### config.mk
export PLATFORM = sky130hd
export DESIGN_NAME = uart_mem_loader_arb_flat
export DESIGN_NICKNAME = d
export VERILOG_FILES = /design/src/rtl/uart_mem_loader_arb_pkg.sv /design/src/rtl/uart_mem_loader_arb_if.sv /design/src/rtl/uart_mem_loader_arb_parser.sv /design/src/rtl/uart_mem_loader_arb.sv /design/src/flat_wrapper.sv
export SDC_FILE = /design/constraint.sdc
export NUM_CORES = 1
export LEC_CHECK = 0
export BUFFER_PORTS_ARGS = -buffer_cell sky130_fd_sc_hd__buf_2
export CORE_MARGIN = 5
export CORE_UTILIZATION = 50
export CTS_CLUSTER_SIZE = 16
export DETAILED_ROUTE_END_ITERATION = 12
export PLACE_DENSITY = 0.77
export SLEW_MARGIN = 20
export SYNTH_ARGS = -nofsm -noshare
export SYNTH_HDL_FRONTEND = slang
export SYNTH_HIERARCHICAL = 1
export SYNTH_SLANG_ARGS = --single-unit
### constraint.sdc
create_clock -name clk -period 3.2 [get_ports clk]
set_input_delay 0.64 -clock clk [delete_from_list [all_inputs] [get_ports clk]]
set_output_delay 0.64 -clock clk [all_outputs]
set_load 0.01 [all_outputs]
### src/rtl/uart_mem_loader_arb_pkg.sv
// Shared types and marker bytes for the UART program loader.
// LOADER_CHECKSUM_EN adds a fifth XOR checksum byte to each frame.
package uart_loader_pkg;

    localparam logic [7:0] START_MARK = 8'h55;
    localparam logic [7:0] STOP_MARK  = 8'hAA;
    localparam logic [7:0] RUN_MARK   = 8'h5A;

`ifdef LOADER_CHECKSUM_EN
    localparam int PAY_BYTES = 5;
`else
    localparam int PAY_BYTES = 4;
`endif

    typedef enum logic [1:0] {
        IDLE,
        PAYLOAD,
        WAIT_STOP
    } parser_state_e;

    typedef enum logic [2:0] {
        S_IDLE,
        A_L,
        D_L,
        A_U,
        D_U
    } seq_state_e;

    typedef enum logic {
        LOAD,
        RUN
    } mode_e;

    function automatic logic [7:0] csum4(
        input logic [7:0] b0,
        input logic [7:0] b1,
        input logic [7:0] b2,
        input logic [7:0] b3
    );
        return b0 ^ b1 ^ b2 ^ b3;
    endfunction

endpackage

### src/rtl/uart_mem_loader_arb_if.sv
// Memory-style bus: shared by the CPU side and the memory side.
interface uart_mem_loader_arb_if #(
    parameter int ADDR_W = 10
);
    logic [ADDR_W-1:0] addr_data;
    logic              read_write;
    logic              write_commit;

    modport master (
        output addr_data,
        output read_write,
        output write_commit
    );

    modport slave (
        input addr_data,
        input read_write,
        input write_commit
    );
endinterface

### src/rtl/uart_mem_loader_arb_parser.sv
// Byte-stream frame parser: START, payload, STOP -> addr/data + status strobes.
// LOADER_CHECKSUM_EN expects and verifies a fifth XOR byte.
module loader_frame_parser
    import uart_loader_pkg::*;
#(
    parameter int         ADDR_W     = 10,
    parameter int         DATA_W     = 12,
    parameter logic [7:0] START_BYTE = START_MARK,
    parameter logic [7:0] STOP_BYTE  = STOP_MARK,
    parameter logic [7:0] RUN_BYTE   = RUN_MARK
) (
    input  logic              clk,
    input  logic              rst,
    input  logic [7:0]        rx_data,
    input  logic              rx_valid,
    output logic [ADDR_W-1:0] addr,
    output logic [DATA_W-1:0] data,
    output logic              frame_ok,
    output logic              frame_bad,
    output logic              start_seen,
    output logic              run_req
);

    localparam logic [2:0] LAST = 3'(PAY_BYTES - 1);

    parser_state_e state;
    logic [2:0]    idx;
    logic [7:0]    pay [PAY_BYTES];
    logic          sum_ok;
    logic          is_start;
    logic          is_stop;
    logic          unused_bits;

    assign unused_bits = ^{pay[0][7:2], pay[3][7:4]};

    always_comb begin
        is_start = rx_valid && (rx_data == START_BYTE);
        is_stop  = rx_valid && (rx_data == STOP_BYTE);
        addr     = ADDR_W'({pay[0][1:0], pay[1]});
        data     = DATA_W'({pay[2], pay[3][3:0]});
`ifdef LOADER_CHECKSUM_EN
        sum_ok   = pay[4] == csum4(pay[0], pay[1], pay[2], pay[3]);
`else
        sum_ok   = 1'b1;
`endif
        frame_ok   = is_stop && (state == WAIT_STOP) && sum_ok;
        frame_bad  = (is_stop && (state == PAYLOAD))
                   || (rx_valid && (state == WAIT_STOP)
                       && !(rx_data == STOP_BYTE && sum_ok));
        start_seen = is_start;
        run_req    = rx_valid && (state == IDLE)
                   && (rx_data == RUN_BYTE);
    end

    always_ff @(posedge clk) begin
        if (rst) begin
            state <= IDLE;
            idx   <= '0;
            for (int i = 0; i < PAY_BYTES; i++) pay[i] <= '0;
        end else if (rx_valid) begin
            unique case (state)
                IDLE: begin
                    if (is_start) begin
                        state <= PAYLOAD;
                        idx   <= '0;
                    end
                end
                PAYLOAD: begin
                    if (is_start) begin
                        idx <= '0;
                    end else if (is_stop) begin
                        state <= IDLE;
                    end else begin
                        for (int i = 0; i < PAY_BYTES; i++)
                            if (idx == 3'(i)) pay[i] <= rx_data;
                        idx <= idx + 3'd1;
                        if (idx == LAST) state <= WAIT_STOP;
                    end
                end
                WAIT_STOP: state <= IDLE;
                default:   state <= IDLE;
            endcase
        end
    end

endmodule

### src/rtl/uart_mem_loader_arb.sv
// UART program loader and memory-port owner; mode FSM, write sequencer, mux.
// LOADER_CHECKSUM_EN enables per-frame XOR checksum checking in the parser.
module uart_mem_loader_arb
    import uart_loader_pkg::*;
#(
    parameter int         ADDR_W     = 10,
    parameter int         DATA_W     = 12,
    parameter logic [7:0] START_BYTE = START_MARK,
    parameter logic [7:0] STOP_BYTE  = STOP_MARK,
    parameter logic [7:0] RUN_BYTE   = RUN_MARK
) (
    input  logic                   clk,
    input  logic                   rst,
    input  logic [7:0]             rx_data,
    input  logic                   rx_valid,
    uart_mem_loader_arb_if.slave   cpu,
    uart_mem_loader_arb_if.master  mem,
    output logic                   cpu_rst,
    output logic                   loading,
    output logic [7:0]             frame_count,
    output logic                   frame_err
);

    localparam int HALF = DATA_W / 2;

    logic [ADDR_W-1:0] p_addr;
    logic [DATA_W-1:0] p_data;
    logic              frame_ok;
    logic              frame_bad;
    logic              start_seen;
    logic              run_req;

    loader_frame_parser #(
        .ADDR_W     (ADDR_W),
        .DATA_W     (DATA_W),
        .START_BYTE (START_BYTE),
        .STOP_BYTE  (STOP_BYTE),
        .RUN_BYTE   (RUN_BYTE)
    ) u_parser (
        .clk        (clk),
        .rst        (rst),
        .rx_data    (rx_data),
        .rx_valid   (rx_valid),
        .addr       (p_addr),
        .data       (p_data),
        .frame_ok   (frame_ok),
        .frame_bad  (frame_bad),
        .start_seen (start_seen),
        .run_req    (run_req)
    );

    seq_state_e        seq;
    mode_e             mode;
    mode_e             mode_nxt;
    logic              pending;
    logic              run_pend;
    logic [ADDR_W-1:0] hold_addr;
    logic [DATA_W-1:0] hold_data;
    logic              accept;
    logic              run_go;
    logic [ADDR_W-1:0] beat_ad;
    logic              beat_wc;

    always_comb begin
        accept = frame_ok && !pending && (mode == LOAD);
        // A run request waits until no write is queued or in flight.
        run_go = (run_req || run_pend) && (mode == LOAD)
               && (seq == S_IDLE) && !pending && !frame_ok;
        mode_nxt = mode;
        if (start_seen && mode == RUN) mode_nxt = LOAD;
        else if (run_go)               mode_nxt = RUN;
        beat_ad = hold_addr;
        beat_wc = 1'b0;
        unique case (seq)
            D_L: begin
                beat_ad = ADDR_W'(hold_data[HALF-1:0]);
                beat_wc = 1'b1;
            end
            D_U: begin
                beat_ad = ADDR_W'(hold_data[DATA_W-1:HALF]);
                beat_wc = 1'b1;
            end
            default: ;
        endcase
    end

    always_ff @(posedge clk) begin
        if (rst) begin
            mode             <= LOAD;
            cpu_rst          <= 1'b1;
            loading          <= 1'b1;
            seq              <= S_IDLE;
            pending          <= 1'b0;
            run_pend         <= 1'b0;
            hold_addr        <= '0;
            hold_data        <= '0;
            frame_count      <= '0;
            frame_err        <= 1'b0;
            mem.addr_data    <= '0;
            mem.read_write   <= 1'b0;
            mem.write_commit <= 1'b0;
        end else begin
            mode      <= mode_nxt;
            cpu_rst   <= (mode_nxt == LOAD);
            loading   <= (mode_nxt == LOAD);
            frame_err <= frame_bad || (frame_ok && !accept);

            if (run_go)
                run_pend <= 1'b0;
            else if (run_req && mode == LOAD)
                run_pend <= 1'b1;

            if (accept) begin
                hold_addr   <= p_addr;
                hold_data   <= p_data;
                pending     <= 1'b1;
                frame_count <= frame_count + 8'd1;
                seq         <= A_L;
            end else begin
                unique case (seq)
                    S_IDLE: ;
                    A_L:    seq <= D_L;
                    D_L:    seq <= A_U;
                    A_U:    seq <= D_U;
                    D_U: begin
                        seq     <= S_IDLE;
                        pending <= 1'b0;
                    end
                    default: seq <= S_IDLE;
                endcase
            end

            if (mode_nxt == RUN) begin
                mem.addr_data    <= cpu.addr_data;
                mem.read_write   <= cpu.read_write;
                mem.write_commit <= cpu.write_commit;
            end else if (seq != S_IDLE) begin
                mem.addr_data    <= beat_ad;
                mem.read_write   <= 1'b1;
                mem.write_commit <= beat_wc;
            end else begin
                mem.addr_data    <= '0;
                mem.read_write   <= 1'b0;
                mem.write_commit <= 1'b0;
            end
        end
    end

endmodule

### src/flat_wrapper.sv
// flat-port wrapper written by rule: the top's interface ports become plain ports
module uart_mem_loader_arb_flat import uart_loader_pkg::*;
#(
    parameter int         ADDR_W     = 10,
    parameter int         DATA_W     = 12,
    parameter logic [7:0] START_BYTE = START_MARK,
    parameter logic [7:0] STOP_BYTE  = STOP_MARK,
    parameter logic [7:0] RUN_BYTE   = RUN_MARK
)
  (clk, rst, rx_data, rx_valid, cpu_rst, loading, frame_count, frame_err, cpu_addr_data, cpu_read_write, cpu_write_commit, mem_addr_data, mem_read_write, mem_write_commit);
  uart_mem_loader_arb_if #(.ADDR_W(ADDR_W)) cpu_i ();
  uart_mem_loader_arb_if #(.ADDR_W(ADDR_W)) mem_i ();
  input  logic clk;
  input  logic rst;
  input  logic [7:0] rx_data;
  input  logic rx_valid;
  output logic cpu_rst;
  output logic loading;
  output logic [7:0] frame_count;
  output logic frame_err;
  input wire logic [$bits(cpu_i.addr_data)-1:0] cpu_addr_data;
  input wire logic [$bits(cpu_i.read_write)-1:0] cpu_read_write;
  input wire logic [$bits(cpu_i.write_commit)-1:0] cpu_write_commit;
  output wire logic [$bits(mem_i.addr_data)-1:0] mem_addr_data;
  output wire logic [$bits(mem_i.read_write)-1:0] mem_read_write;
  output wire logic [$bits(mem_i.write_commit)-1:0] mem_write_commit;
  assign cpu_i.addr_data = cpu_addr_data;
  assign cpu_i.read_write = cpu_read_write;
  assign cpu_i.write_commit = cpu_write_commit;
  assign mem_addr_data = mem_i.addr_data;
  assign mem_read_write = mem_i.read_write;
  assign mem_write_commit = mem_i.write_commit;
  uart_mem_loader_arb #(.ADDR_W(ADDR_W), .DATA_W(DATA_W), .START_BYTE(START_BYTE), .STOP_BYTE(STOP_BYTE), .RUN_BYTE(RUN_BYTE)) u_core (.clk(clk), .rst(rst), .rx_data(rx_data), .rx_valid(rx_valid), .cpu(cpu_i), .mem(mem_i), .cpu_rst(cpu_rst), .loading(loading), .frame_count(frame_count), .frame_err(frame_err));
endmodule
==> results of run 1 <==
==> synth_stat cells (3+ instances only) <==
library cell   n
clkbuf_1      13
nand2_1       56
xnor2_1        3
edfxtp_1      22
nand4bb_1      3
inv_1         11
or2_2          3
nor2_1        13
o32ai_1        8
buf_6          3
nand2b_1      13
nor2b_1        4
o21a_1         6
nor3_1         3
dfxtp_1       55
ha_1           6
o2bb2ai_1      4
nand3_1        3
a21oi_1       45
o31ai_1        5
and2_1        16
and3_2         6
nor4_1         6
mux2i_1        3
==> power groups by stage <==
stage	Combinational, mW	Clock (mW)	Sequential (mW)
4_1_cts	0.0570	0.732	1.01
3_3_place_gp	0.0552	0	1.04
6_report	0.0566	0.715	1.01
3_5_place_dp	0.0567	0	1.04
5_1_grt	0.0626	0.776	1.01
2_1_floorplan	0.0294	0	1.03
==> critical path: stages <==
cell,delay (ns)
buf_2,0.11
or3b_4,0.41
or2_2,0.30
nor4_1,0.42
buf_4,0.20
nor2_1,0.05
o41a_4,0.51
or2_2,0.29
==> cell usage in the layout, fill, tap and decap left out, types with 3 or more instances in the layout <==
cell	netlist	layout
a21oi_1	45	45
and2_1	16	16
and3_2	6	6
buf_2	1	45
buf_4	1	5
clkbuf_8	0	10
dfxtp_1	55	55
edfxtp_1	22	22
ha_1	6	6
inv_1	11	11
mux2i_1	3	3
nand2_1	56	56
nand2b_1	13	13
nand3_1	3	3
nand4bb_1	3	3
nor2_1	13	13
nor2b_1	4	4
nor3_1	3	3
nor4_1	6	6
o21a_1	6	6
o2bb2ai_1	4	4
o31ai_1	5	4
o32ai_1	8	8
or2_2	3	3
xnor2_1	3	3
==> flip-flops by register name (all words and copies together) (netlist names) <==
name                     count
u_core/frame_count           8
u_core/u_parser/pay         22
u_core/hold_data            12
u_core/frame_err             1
u_core/mem.read_write        1
u_core/mode                  1
u_core/pending               1
u_core/seq                   3
u_core/hold_addr            10
u_core/loading               1
u_core/u_parser/idx          3
u_core/run_pend              1
u_core/u_parser/state        2
u_core/mem.write_commit      1
u_core/mem.addr_data        10
==> area by class of cell <==
class                   count  area (um2)  share of cell area [%]
clock buffers              12         145                    3.74
clock inverters             4        46.3                    1.19
inverters                  11        41.3                    1.06
multi-input cells         240        1530                    39.3
flip-flops and latches     77        1760                    45.3
well taps                  80         100                    2.58
repair buffers             50         263                    6.76
==> logic make-up (layout without fill, tap and decap cells) <==
kind of cell | count (synthesis) | after routing | share of synthesized area (%)
buf+inv | 30 | 77 | 4.09
fa+ha+maj | 6 | 6 | 2.19
compound gates | 80 | 80 | 15.6
xor+xnor | 4 | 4 | 1.02
simple gates | 146 | 146 | 24.4
mux | 4 | 4 | 1.21
flops | 77 | 77 | 51.4
==> through the flow <==
step	std cells	util [%]	hold slack (ns)	total power, mW	setup WS [ns]
after detailed placement	458	55.0	0.448	1.09	0.177
final	474	57.8	0.460	1.79	0.490
after CTS	474	57.8	0.458	1.80	0.545
after global routing	474	57.8	0.476	1.85	0.430
after global placement	458	54.9	0.444	1.09	0.194
after floorplan	347	-	0.432	1.06	0.484
==> path summary, 6_finish.rpt <==
kind | start | end | slack (ns) | depth (start not counted)
hold reg to reg | u_core/hold_data[0] | u_core/hold_data[0] | 0.46 | 2
hold / removal | u_core/hold_data[0] | u_core/hold_data[0] | 0.46 | 2
setup / recovery | rx_data[5] | u_core/loading | 0.49 | 8
setup reg to reg | u_core/u_parser/state[1] | u_core/frame_count[5] | 1.05 | 5
==> per-layer routing <==
metal  vias to the layer above  global-route usage [%]
met5                         -                       0
met4                         0                    8.79
met3                        14                    3.33
met2                        81                    26.3
met1                      1274                    24.2
li1                       1312                       -
==> flow_metrics.env, run 1 <==
export IMPL_grtUsageTotal_pct=17.6
export IMPL_nets=418
export IMPL_p_comb_share_pct=3.2
export IMPL_fin_crit_ns=2.71
export IMPL_cts_buffers=9
export IMPL_ys_warn_count=6
export IMPL_synth_area_per_cell_um2=9.87
export IMPL_syn_num_nets=376
export IMPL_clkLatencyLatePin_ns=0.35
export IMPL_grt_pass1_vias=2494
export IMPL_critPathKind="in -> reg"
export IMPL_wl_met3_um=393
export IMPL_dr_max_layer_used="met4"
export IMPL_firstDrtPassIters=5
export IMPL_ys_ff_latch=77
export IMPL_ys_flop_type="dfxtp_1"
export IMPL_cts_sinks=77
export IMPL_ctsResizeCount=0
export IMPL_p_seq_share_pct=56.8
export IMPL_drt_iter0_markers=192
export IMPL_root_buffer="clkbuf_8"
export IMPL_wirelength_um=7150
export IMPL_hpwl_um=4930
export IMPL_core_area_um2=6720
export IMPL_design_area_um2=3880
export IMPL_antenna_found_initial=0
export IMPL_cp_arrival_ns=2.95
export IMPL_synth_top_area_cell="dfxtp_1"
export IMPL_hold_path_class="reg -> reg"
export IMPL_maxCapViolations=0
export IMPL_p_leak_nw=1.46
export IMPL_drc_errors=0
export IMPL_slew_headroom_pct=49.2
export IMPL_synth_top_area_share_pct=32.2
export IMPL_ys_types=56
export IMPL_synthArstFlopShare_pct=0
export IMPL_start_util_pct=51.0
export IMPL_cts_buffer_depth=2
export IMPL_switchingPower_mw=0.374
export IMPL_synth_edff_count=22
export IMPL_htreeDepth=3
export IMPL_numPortBuffers=45
export IMPL_drv_slew=0
export IMPL_grt_start_max_net_pins=37
export IMPL_place_gp_congestion=0.888
export IMPL_synthCells=347
export IMPL_fin_crit_sh_pct=84.7
export IMPL_num_rows=30
export IMPL_fin_tns_setup_ns=0
export IMPL_die_y_um=92.8
export IMPL_p_int_mw=1.41
export IMPL_setup_viol=0
export IMPL_clock_fmax_mhz=369
export IMPL_status="finished, final reports clean"
export IMPL_drive_gt1_share_pct=22.6
export IMPL_clkTransAtPathRegs_ns=0.07
export IMPL_cts_setup_buffers=0
export IMPL_num_vias=2681
export IMPL_worst_setup_path_start_kind="input port"
export IMPL_cts_hold_buffers=0
export IMPL_area_growth_pct=13.4
export IMPL_endpoint_kind="flip-flop"
export IMPL_worst_pin_slew_ns=0.757
export IMPL_fin_skew_ns=0.0105
export IMPL_chipWidth_um=92.8
export IMPL_gr_total_overflow=0
export IMPL_final_antenna_net_count=0
export IMPL_cts_tree="yes"
export IMPL_met1Wirelength_um=3420
export IMPL_ir_drop_v=0.000211
export IMPL_dieArea_um2=8600
export IMPL_place_area_um2=3690
export IMPL_grt_pass1_wl_um=12000
export IMPL_synth_area_um2=3420
export IMPL_p_clk_share_pct=40.1
export IMPL_critPathMaxFanout=14
export IMPL_diodes=0
export IMPL_pin_count=46
export IMPL_wl_met2_um=3190
export IMPL_rsz0062_at_grt="no"
export IMPL_fillers=582
export IMPL_hold_viol=0
export IMPL_pwr_density_cell_nw_per_um2=459
export IMPL_routedWlPerCell_um=15.1
export IMPL_synthTopCellsByArea="dfxtp_1 (32%), edfxtp_1 (19%), a21oi_1 (6.6%)"
export IMPL_switching_share_pct=21.0
export IMPL_worstPathRequired_ns=3.44
export IMPL_seq_area_frac_synth_pct=51.4
export IMPL_vias_per_cell=5.66
Power figures use the tool's default switching activity.
==> run 2: changes to the inputs <==
--- a/config.mk
+++ b/config.mk
@@ -5,12 +5,13 @@
 export SDC_FILE = /design/constraint.sdc
 export NUM_CORES = 1
 export LEC_CHECK = 0
+export ABC_AREA = 1
 export BUFFER_PORTS_ARGS = -buffer_cell sky130_fd_sc_hd__buf_2
 export CORE_MARGIN = 5
 export CORE_UTILIZATION = 50
 export CTS_CLUSTER_SIZE = 16
 export DETAILED_ROUTE_END_ITERATION = 12
-export PLACE_DENSITY = 0.77
+export PLACE_DENSITY = 0.76
 export SLEW_MARGIN = 20
 export SYNTH_ARGS = -nofsm -noshare
 export SYNTH_HDL_FRONTEND = slang
==> constraint.sdc (replaced) <==
create_clock -name clk -period 2.55 [get_ports clk]
set_input_delay 0.51 -clock clk [delete_from_list [all_inputs] [get_ports clk]]
set_output_delay 0.51 -clock clk [all_outputs]
set_load 0.01 [all_outputs]
==> run 2 against run 1 <==
Non-clock buffer count shrank 1. Power is 32% higher. Sequential cell count unchanged. Die area is 5.9% higher. Clock-buffer cell count unchanged. Critical path depth grew 2. Design area rose by 6.7%. Worst setup slack worse by 0.079 ns. Via count is 6.8% higher. Routed wire length rose by 0.92%. Critical path type unchanged.
==> flow_metrics.env, run 2 <==
export IMPL_final_cells=595
export IMPL_critPathMaxFanout=23
export IMPL_synthCells=445
export IMPL_syn_num_nets=474
export IMPL_num_rows=31
export IMPL_worst_setup_path_start_kind="input port"
export IMPL_wirelength_um=7220
export IMPL_grt_pass1_wl_um=12100
export IMPL_grt_pass1_vias=2709
export IMPL_hold_viol=0
export IMPL_pwr_density_cell_nw_per_um2=567
export IMPL_utilization_pct=57.8
export IMPL_fin_skew_ns=0.0126
export IMPL_firstDrtPassIters=4
export IMPL_pin_count=46
export IMPL_synth_edff_count=22
export IMPL_ys_warn_count=6
export IMPL_cts_hold_buffers=0
export IMPL_status="finished, final reports clean"
export IMPL_clkLatencyLatePin_ns=0.34
export IMPL_largest_reg_flops=22
export IMPL_fin_crit_ns=2.14
export IMPL_numPortBuffers=45
export IMPL_crit_chain="buf_2 -> inv_1 -> nand2_1 -> nor2_2 -> nand3_2 -> nor3_1 -> nand2_2 -> buf_4 -> o21ai_0 -> nor2_1"
export IMPL_rsz0062_at_grt="no"
export IMPL_synth_area_per_cell_um2=8.21
export IMPL_hold_slack_ns=0.383
export IMPL_ctsResizeCount=0
export IMPL_htreeDepth=3
export IMPL_fin_tns_setup_ns=0
export IMPL_timing_rr_start="u_core/u_parser/state[1]"
export IMPL_diodes=0
export IMPL_fillers=681
export IMPL_ys_flop_type="dfxtp_1"
export IMPL_p_leak_nw=1.77
export IMPL_vias_per_cell=4.81
export IMPL_hp_start="cpu_addr_data[7]"
export IMPL_fin_crit_sh_pct=83.9
export IMPL_routedWlPerCell_um=12.1
export IMPL_gr_total_overflow=0
export IMPL_clock_fmax_mhz=467
export IMPL_hold_path_class="in -> reg"
export IMPL_ys_ff_latch=77
export IMPL_worst_pin_slew_ns=0.449
export IMPL_power_mw=2.35
export IMPL_reg_top3="u_core/u_parser/pay x22, u_core/hold_data x12"
export IMPL_maxCapViolations=0
export IMPL_cts_tree="yes"
export IMPL_yosysMostFrequentCell="nand2_1"
export IMPL_layout_common_cells="nand2_1 (102), nor2_1 (71), dfxtp_1 (55), buf_2 (45), inv_1 (35)"
export IMPL_ff2ff_path_depth=6
export IMPL_grt_start_max_net_pins=30
export IMPL_reg2reg_to="u_core/hold_addr[7]"
export IMPL_area_growth_pct=13.5
export IMPL_drv_slew=0
export IMPL_final_common_cell="nand2_1"
export IMPL_cts_buffers=9
export IMPL_drc_errors=0
export IMPL_cts_setup_buffers=0
export IMPL_cts_sinks=77
export IMPL_num_vias=2863
export IMPL_critPathKind="in -> reg"
export IMPL_synth_commonest_cells="nand2_1 (102), nor2_1 (71), dfxtp_1 (55)"
export IMPL_synth_top_area_cell="dfxtp_1"
export IMPL_drt_iter0_markers=181
export IMPL_cpPeakStageDelay_ns=0.39
export IMPL_hpwl_um=5510
export IMPL_core_area_um2=7180
export IMPL_root_buffer="clkbuf_8"
export IMPL_worstSetupStartpoint="rx_data[2]"
export IMPL_endpoint_kind="flip-flop"
export IMPL_clkTransAtPathRegs_ns=0.08
export IMPL_start_util_pct=50.9
export IMPL_ir_drop_v=0.000296
export IMPL_dieArea_um2=9110
export IMPL_ff2ff_setup_slack_ns=0.67
export IMPL_setup_viol=0
export IMPL_nets=520
export IMPL_synth_area_um2=3650
export IMPL_regMostFlops="u_core/u_parser/pay"
export IMPL_seq_area_frac_synth_pct=48.2
export IMPL_drive_gt1_share_pct=24.8
export IMPL_final_antenna_net_count=0
export IMPL_synth_top_area_share_pct=30.1
export IMPL_slowest_stage="nor3_1"
export IMPL_chipWidth_um=95.5
export IMPL_grtUsageTotal_pct=17.0
export IMPL_synthTopCellsByArea="dfxtp_1 (30%), edfxtp_1 (18%), nand2_1 (10%)"
export IMPL_cts_buffer_depth=2
export IMPL_multi_input_area_um2=1630
export IMPL_placed_cells=579
export IMPL_antenna_found_initial=0
export IMPL_place_gp_congestion=0.871
export IMPL_worstPathRequired_ns=2.78
export IMPL_seqCellArea_um2=1760
export IMPL_ys_types=35
export IMPL_cp_arrival_ns=2.37
export IMPL_die_y_um=95.5
export IMPL_synthArstFlopShare_pct=0
export IMPL_slew_headroom_pct=69.8
export IMPL_cp_endpoint="u_core/hold_addr[7]"
[run 2: changes by cell type after synthesis, moves of 9 or more]
cell      previous run  this run
a21oi_1             45        10
and2_1              16         0
inv_1               11        35
inv_2                0        12
nand2_1             56       102
nand2_2              0         9
nand2b_1            13         0
nand3_1              3        23
nor2_1              13        71
nor3_2               0        21
o21ai_0              1        29
[run 2: through the flow]
| stage | setup slack, ns | cell area (um2) |
|---|---|---|
| floorplan | 0.690 | 3650 |
| global placement | 0.221 | 3950 |
| detailed placement | 0.0938 | 3950 |
| CTS | 0.425 | 4150 |
| global route | 0.243 | 4150 |
| finish | 0.411 | 4150 |
[run 2: critical path: cells and delay by family]
kind | cells | cell delay [ns]
and+or+nand+nor | 6 | 1.09
buffers and inverters | 3 | 0.50
AOI/OAI and AO/OA | 1 | 0.26
[run 2: worst min-delay path by stage]
stage,end,slack [ns],cells past startpoint
after floorplan,u_core/pending,0.44,2
after global placement,u_core/hold_data[6],0.47,2
after detailed placement,u_core/hold_data[6],0.47,2
after CTS,u_core/mem.addr_data[7],0.37,3
after global routing,u_core/mem.addr_data[5],0.37,3
final,u_core/mem.addr_data[7],0.38,3
[run 2: layer usage]
metal	vias to the layer above	share of wire [%]	global-route usage, %
met5	-	0	0
met2	77	47	29.0
li1	1517	-	-
met1	1258	45	20.4
met4	0	1.2	5.21
met3	11	7.2	5.52
[run 2: power breakdown]
group,switching (mW),leakage (nW),internal (mW)
Clock,0.427,0.0981,0.464
Sequential,0.0124,0.671,1.28
Combinational,0.117,1.01,0.0528
[run 2: logic make-up after synthesis]
| logic type | Yosys count | synth area share [%] |
|---|---|---|
| AO/OA/AOI/OAI | 44 | 6.78 |
| adder cells (fa/ha/maj) | 6 | 2.06 |
| buffers and inverters | 63 | 7.23 |
| flip-flops | 77 | 48.2 |
| AND/OR/NAND/NOR | 255 | 35.7 |
[run 2: final cells by class]
class | count | share of cell area [%]
multi-input combinational | 305 | 39.2
inverter | 49 | 4.47
clock inverter | 4 | 1.36
timing repair buffer | 49 | 6.16
clock buffer | 12 | 3.29
tap | 99 | 2.99
sequential | 77 | 42.5
==> run 3: changes to the inputs <==
==> constraint.sdc (replaced) <==
create_clock -name clk -period 2.17 [get_ports clk]
set_input_delay 0.434 -clock clk [delete_from_list [all_inputs] [get_ports clk]]
set_output_delay 0.434 -clock clk [all_outputs]
set_load 0.01 [all_outputs]
==> run 3 against run 2 <==
Power up 19%. Clock power up 21%. Sequential share of layout area is 1.0 points lower. Combinational power increased by 20%. Global-route usage down 0.27 points. Die area did not move. Clock skew is 0.00059 ns lower. Critical path depth did not move. Sequential power grew 18%. Core utilization up 1.4 points. Largest power group unchanged.
==> flow_metrics.env, run 3 (synthesized netlist as in run 2, its figures left out) <==
export IMPL_fin_skew_ns=0.0120
export IMPL_start_util_pct=50.9
export IMPL_routedWlPerCell_um=11.8
export IMPL_num_rows=31
export IMPL_p_clk_share_pct=38.5
export IMPL_fin_tns_setup_ns=0
export IMPL_num_vias=2956
export IMPL_ctsResizeCount=0
export IMPL_die_y_um=95.5
export IMPL_hold_viol=0
export IMPL_pre_cts_ws_ns=0.125
export IMPL_worstPathRequired_ns=2.44
export IMPL_design_area_um2=4250
export IMPL_numPortBuffers=45
export IMPL_worst_setup_path_start_kind="flip-flop"
export IMPL_hold_slack_ns=0.313
export IMPL_drc_errors=0
export IMPL_grt_pass1_wl_um=11900
export IMPL_met1Wirelength_um=3330
export IMPL_drt_iter0_markers=174
export IMPL_grt_start_max_net_pins=30
export IMPL_critPathMaxFanout=13
export IMPL_dieArea_um2=9110
export IMPL_cts_buffer_depth=2
export IMPL_utilization_pct=59.2
export IMPL_htreeDepth=3
export IMPL_cts_setup_buffers=0
export IMPL_root_buffer="clkbuf_8"
export IMPL_cts_tree="yes"
export IMPL_power_mw=2.80
export IMPL_nets=529
export IMPL_largest_reg_flops=22
export IMPL_worst_pin_slew_ns=0.356
export IMPL_wl_met3_um=407
export IMPL_p_int_mw=2.16
export IMPL_place_area_um2=4050
export IMPL_cts_buffers=9
export IMPL_cts_sinks=77
export IMPL_pwr_density_cell_nw_per_um2=660
export IMPL_setup_viol=0
export IMPL_ir_drop_v=0.000431
export IMPL_p_comb_share_pct=7.3
export IMPL_status="finished, final reports clean"
export IMPL_diodes=0
export IMPL_rsz0062_at_grt="no"
export IMPL_final_cells=604
export IMPL_antenna_found_initial=0
export IMPL_final_common_cell="nand2_1"
export IMPL_layout_common_cells="nand2_1 (102), nor2_1 (71), dfxtp_1 (55), buf_2 (45), inv_1 (35)"
export IMPL_fin_crit_ns=1.81
export IMPL_cts_hold_buffers=0
export IMPL_firstDrtPassIters=5
export IMPL_fillers=625
export IMPL_switchingPower_mw=0.641
export IMPL_area_growth_pct=16.3
export IMPL_ff2ff_setup_slack_ns=0.36
export IMPL_hpwl_um=5430
export IMPL_pin_count=46
export IMPL_gr_total_overflow=0
export IMPL_p_leak_nw=1.83
export IMPL_slew_headroom_pct=76.2
export IMPL_final_antenna_net_count=0
export IMPL_place_gp_congestion=0.888
export IMPL_reg_top3="u_core/u_parser/pay x22, u_core/hold_data x12"
export IMPL_critPathKind="reg -> reg"
export IMPL_vias_per_cell=4.89
export IMPL_switching_share_pct=22.9
export IMPL_endpoint_kind="flip-flop"
export IMPL_wirelength_um=7140
export IMPL_clock_fmax_mhz=554
export IMPL_maxCapViolations=0
export IMPL_grtUsageTotal_pct=16.7
export IMPL_setup_ws_ns=0.364
export IMPL_wl_met2_um=3270
export IMPL_placed_cells=588
export IMPL_p_seq_share_pct=54.2
export IMPL_drive_gt1_share_pct=26.3
export IMPL_hold_path_class="in -> reg"
export IMPL_fin_crit_sh_pct=83.2
export IMPL_clkLatencyLatePin_ns=0.34
export IMPL_cp_arrival_ns=2.07
export IMPL_drv_slew=0
export IMPL_chipWidth_um=95.5
export IMPL_grt_pass1_vias=2708
export IMPL_core_area_um2=7180
export IMPL_dr_max_layer_used="met4"
export IMPL_regMostFlops="u_core/u_parser/pay"
export IMPL_clkTransAtPathRegs_ns=0.08
==> run 3: changes by cell type in the layout (fill, tap and decap cells not counted), sizes merged <==
cell,change
buf,+9
==> run 3: final cells by class <==
class                   count  area [um2]  area share (%)
inverters                  49         185            4.36
well taps                  99         124            2.92
clock buffers              12         155            3.65
flip-flops and latches     77        1760            41.5
clock inverters             4        46.3            1.09
multi-input cells         305        1630            38.3
repair buffers             58         348            8.19
==> run 3: layer usage <==
| layer | up-vias | GRT usage [%] |
|---|---|---|
| met2 | 86 | 28.2 |
| met4 | 0 | 7.46 |
| met1 | 1317 | 21.1 |
| li1 | 1540 | - |
| met5 | - | 0 |
| met3 | 13 | 2.68 |
==> run 3: power by group through the flow <==
stage          Sequential, mW  Combinational, mW  Clock (mW)
2_1_floorplan            1.55              0.142           0
3_3_place_gp             1.55              0.196           0
3_5_place_dp             1.55              0.205           0
4_1_cts                  1.52              0.205        1.10
5_1_grt                  1.52              0.230        1.17
6_report                 1.52              0.204        1.08
==> run 3: worst max-delay path, stage by stage (launching register included) <==
cell and delay [ns]:
dfxtp_1 0.36, inv_1 0.14, nand2_1 0.11, nor4_1 0.25, buf_4 0.18, inv_1 0.04, nand2_1 0.05, nand2_1 0.09
o21ai_4 0.33, nand3_1 0.11, o21ai_1 0.09
==> run 3: final timing paths <==
path | start | to | depth (start not counted)
worst max-delay path | u_core/u_parser/state[1] | u_core/mem.write_commit | 10
worst min-delay path | cpu_addr_data[8] | u_core/mem.addr_data[8] | 3
worst max register to register | u_core/u_parser/state[1] | u_core/mem.write_commit | 10
worst min register to register | u_core/hold_data[0] | u_core/hold_data[0] | 2
